<file path="src/rtl/adder_pkg.sv">
// Shared constants and helpers for the pipelined adder.
// Holds the default geometry and the per-stage chunk width calculation.
package adder_pkg;

  localparam int DEF_WIDTH  = 16;
  localparam int DEF_STAGES = 4;

  // Bits summed by each stage; WIDTH is expected to be a multiple of STAGES.
  function automatic int chunk_width(input int width, input int stages);
    return width / stages;
  endfunction

endpackage

</file>
<file path="src/rtl/adder_stage.sv">
// One slice of the pipelined adder: adds chunk IDX of both operands plus the
// incoming carry, forwards the operands and the partial sum to the next slice.
module adder_stage #(
  parameter int WIDTH = 16,
  parameter int CW    = 4,
  parameter int IDX   = 0
) (
  input  logic             clk,
  input  logic             rst_n,
  input  logic             prev_valid,
  input  logic [WIDTH-1:0] prev_a,
  input  logic [WIDTH-1:0] prev_b,
  input  logic [WIDTH-1:0] prev_sum,
  input  logic             prev_carry,
  input  logic             next_advance,
  output logic             valid,
  output logic [WIDTH-1:0] a,
  output logic [WIDTH-1:0] b,
  output logic [WIDTH-1:0] sum,
  output logic             carry,
  output logic             advance
);

  localparam int LO = IDX * CW;

  logic [CW:0]      chunk;
  logic [WIDTH-1:0] next_sum;

  assign chunk = {1'b0, prev_a[LO +: CW]} + {1'b0, prev_b[LO +: CW]}
               + {{CW{1'b0}}, prev_carry};

  // NOTE: every bit of next_sum is defaulted before the chunk overwrite, so no latch is inferred.
  always_comb begin
    next_sum            = prev_sum;
    next_sum[LO +: CW]  = chunk[CW-1:0];
  end

  // A slot may load when it is empty or its contents move on this cycle.
  assign advance = !valid || next_advance;

  // NOTE: non-blocking assignments keep all slices updating from the same pre-edge values.
  always_ff @(posedge clk or negedge rst_n) begin
    if (!rst_n) begin
      // NOTE: data registers are reset too, because the last slice drives the
      // block's outputs directly and they must read zero during reset.
      valid <= 1'b0;
      a     <= '0;
      b     <= '0;
      sum   <= '0;
      carry <= 1'b0;
    end else if (advance) begin
      valid <= prev_valid;
      a     <= prev_a;
      b     <= prev_b;
      sum   <= next_sum;
      carry <= chunk[CW];
    end
  end

endmodule

</file>
<file path="src/rtl/adder_pipe.sv">
// Pipelined ripple adder with valid/ready handshakes and bubble collapsing.
// Optional macro ADDER_PIPE_SAT_EN saturates out_data to all-ones on overflow.
module adder_pipe
  import adder_pkg::*;
#(
  parameter int WIDTH  = DEF_WIDTH,
  parameter int STAGES = DEF_STAGES
) (
  input  logic             clk,
  input  logic             rst_n,
  input  logic [WIDTH-1:0] in_data1,
  input  logic [WIDTH-1:0] in_data2,
  input  logic             cin,
  input  logic             in_valid,
  output logic             in_ready,
  output logic [WIDTH-1:0] out_data,
  output logic             cy,
  output logic             out_valid,
  input  logic             out_ready
);

  localparam int CW = chunk_width(WIDTH, STAGES);

  // Index k is the input side of slice k; index STAGES is the block output.
  logic [STAGES:0]  valid_s;
  logic [STAGES:0]  carry_s;
  logic [STAGES:0]  adv_s;
  logic [WIDTH-1:0] a_s   [STAGES+1];
  logic [WIDTH-1:0] b_s   [STAGES+1];
  logic [WIDTH-1:0] sum_s [STAGES+1];

  assign valid_s[0]     = in_valid;
  assign carry_s[0]     = cin;
  assign a_s[0]         = in_data1;
  assign b_s[0]         = in_data2;
  assign sum_s[0]       = '0;
  assign adv_s[STAGES]  = out_ready;
  assign in_ready       = adv_s[0];

  for (genvar k = 0; k < STAGES; k++) begin : g_stage
    adder_stage #(
      .WIDTH (WIDTH),
      .CW    (CW),
      .IDX   (k)
    ) u_stage (
      .clk          (clk),
      .rst_n        (rst_n),
      .prev_valid   (valid_s[k]),
      .prev_a       (a_s[k]),
      .prev_b       (b_s[k]),
      .prev_sum     (sum_s[k]),
      .prev_carry   (carry_s[k]),
      .next_advance (adv_s[k+1]),
      .valid        (valid_s[k+1]),
      .a            (a_s[k+1]),
      .b            (b_s[k+1]),
      .sum          (sum_s[k+1]),
      .carry        (carry_s[k+1]),
      .advance      (adv_s[k])
    );
  end

  assign out_valid = valid_s[STAGES];
  assign cy        = carry_s[STAGES];

`ifdef ADDER_PIPE_SAT_EN
  assign out_data = cy ? '1 : sum_s[STAGES];
`else
  assign out_data = sum_s[STAGES];
`endif

endmodule

</file>
<file path="config.mk">
export PLATFORM = sky130hd
export DESIGN_NAME = adder_pipe
export DESIGN_NICKNAME = d
export VERILOG_FILES = /design/src/rtl/adder_pkg.sv /design/src/rtl/adder_stage.sv /design/src/rtl/adder_pipe.sv
export SDC_FILE = /design/constraint.sdc
export NUM_CORES = 1
export LEC_CHECK = 0
export CORE_AREA = 2 2 191 193
export CTS_CLUSTER_DIAMETER = 50
export CTS_CLUSTER_SIZE = 12
export DETAILED_ROUTE_END_ITERATION = 8
export DIE_AREA = 0 0 193 195
export SETUP_SLACK_MARGIN = 0.5
export SLEW_MARGIN = 20
export SYNTH_ARGS = -nofsm -noshare
export SYNTH_HDL_FRONTEND = slang
export SYNTH_HIERARCHICAL = 1
export SYNTH_SLANG_ARGS = --single-unit
</file>
<file path="constraint.sdc">
create_clock -name clk -period 8.6 [get_ports clk]
set_clock_uncertainty 0.05 [all_clocks]
set_input_delay 1.72 -clock clk [delete_from_list [all_inputs] [get_ports clk]]
set_output_delay 1.72 -clock clk [all_outputs]
set_load 0.02 [all_outputs]
</file>
==> impl_metrics.toml <==
[setup_path]
crit_required_ps = 6830
arrival_ps = 4920
path_class = "input port to output port"
path_max_fanout = 34
reg2reg_depth = 5
end_kind = "output port"
startpoint_type = "input port"

[global_route]
antenna_found_initial = 0
grt_max_degree = 88
grt_overflow = 0
grt.total_usage = 0.0518
grt_pass1_wl_mm = 14.4
grt_pass1_vias = 2346

[drt]
drc = 0
wl_met1_mm = 4.68
routedWlPerCell_um = 11.6
detailedRoute.firstPassIterationCount = 4
route.antenna.remaining_nets = 0
dr.first_iter.drc_count = 78
dr.max_layer_used = "met4"
vias_per_cell = 2.72
met2_length_mm = 4.12
routed_wl_mm = 9.26
wl_met3_um = 353
num_vias = 2175

[timing]
tightest_slew_ps = 774
setup_tns_ps = 0
hold_viol = 0
fin_crit_sh = 0.777
slew_violations = 0
fin_ws_ps = 1910
max_slew_margin = 0.484
rsz0062_at_grt = "false"
final.min_clock_period_ps = 6690
setup_viol = 0
fmax_ghz = 0.150

[layout]
final_cell_mix = "dfrtp_1, mux2_4, clkdlybuf4s50_1"
layout_commonest_cell = "dfrtp_1"
postLayoutCellArea_sq_um = 5740
area_growth_pct = 24.6
nNetsFinal = 392
drive_gt1_frac = 0.310
diodes = 0
num-fill-cells = 3882

[yosys]
netlist_area_sq_um = 4610
synth_fp_nets = 346
yosysWarnings = 6
syn_avg_cell_area_sq_um = 16.0
synthesis.instances = 289

[placed_design]
placed_area_sq_um = 5450
post-place-ws_ps = 1860
io_buffers = 55
dp_hpwl_mm = 7.04
gp_congestion = 0.658

[floorplan]
core-area_sq_um = 35400
ioPinCount = 56
die_w_um = 193
num_rows = 69
die-area_sq_um = 37600
initial_utilization = 0.130
die_y_um = 195

[power_and_ir_drop]
pwr-share-clk = 0.261
p_int_mw = 1.08
totalPowerFinal_mw = 1.53
seqPwrFrac = 0.430
p_leak_nw = 2.59
power_density_nw_per_um2 = 266
p_sw_frac = 0.295
p_sw_uw = 450
ir_worst_vdd_mv = 0.0990
combPwrFrac = 0.309

[clock_network]
numClockSinks = 96
cts_tree = "yes"
ctsHoldBuffers = 0
numCtsBuffers = 9
clk_latency_ps = 330
cts_resized = 0
htreeDepth = 3
max-clock-path-buffers = 2
clkTransAtPathRegs_ps = 70
postCtsSetupRepairBufs = 0
clock-root-buffer = "clkbuf_16"

[status]
status = "finished clean"

[hold_path]
hold_path_class = "register to register"
hold-path-cell-count = 1

[flow_run]
maxCapViolations = 0
worst paths after layout:
check	startpoint	to	slack, ps
max reg2reg	g_stage[3].u_stage/valid	g_stage[0].u_stage/a[6]	5690
max	out_ready	in_ready	1910
min	g_stage[1].u_stage/a[15]	g_stage[2].u_stage/a[15]	460
min in group asynchronous	rst_n	g_stage[0].u_stage/b[4]	1160
min reg2reg	g_stage[1].u_stage/a[15]	g_stage[2].u_stage/a[15]	460
max in group asynchronous	rst_n	g_stage[2].u_stage/b[12]	6360
layer usage:
layer	GRT usage	vias to the layer above
met5	0	-
met4	0.0168	0
met3	0.0122	6
met1	0.0745	1069
li1	-	1063
met2	0.0757	37
critical path, stage by stage:
cell	delay (ps)
clkdlybuf4s50_1	490
nand2b_4	360
nand2b_4	470
nand2b_4	530
nand2b_4	610
clkdlybuf4s50_1	710
final cells by class:
cell class / instances / area, sq um / area share
timing repair buffer: 56 / 559 / 0.0974
tap: 461 / 577 / 0.100
inverter: 16 / 60.1 / 0.0105
sequential: 96 / 2400 / 0.418
multi-input combinational: 156 / 1850 / 0.322
clock inverter: 6 / 68.8 / 0.0120
clock buffer: 9 / 225 / 0.0392
state kept, by name, summed over array words and instances, names as in the netlist:
signal                 count
g_stage.u_stage/a         24
g_stage.u_stage/valid      4
g_stage.u_stage/b         24
g_stage.u_stage/sum       40
g_stage.u_stage/carry      4
through the flow:
step           instances  utilization  hold slack [ps]
2_1_floorplan        289            -              425
3_3_place_gp         785        0.154              440
3_5_place_dp         785        0.154              442
4_1_cts              800        0.162              465
5_1_grt              800        0.162              474
6_report             800        0.162              458
power groups by stage:
stage          clock (mW)  combinational (mW)  sequential (mW)
2_1_floorplan           0               0.294            0.684
5_1_grt             0.432               0.515            0.677
6_report            0.399               0.473            0.657
3_5_place_dp            0               0.484            0.671
3_3_place_gp            0               0.474            0.670
4_1_cts             0.413               0.486            0.663
(Power assumes the default switching activity.)
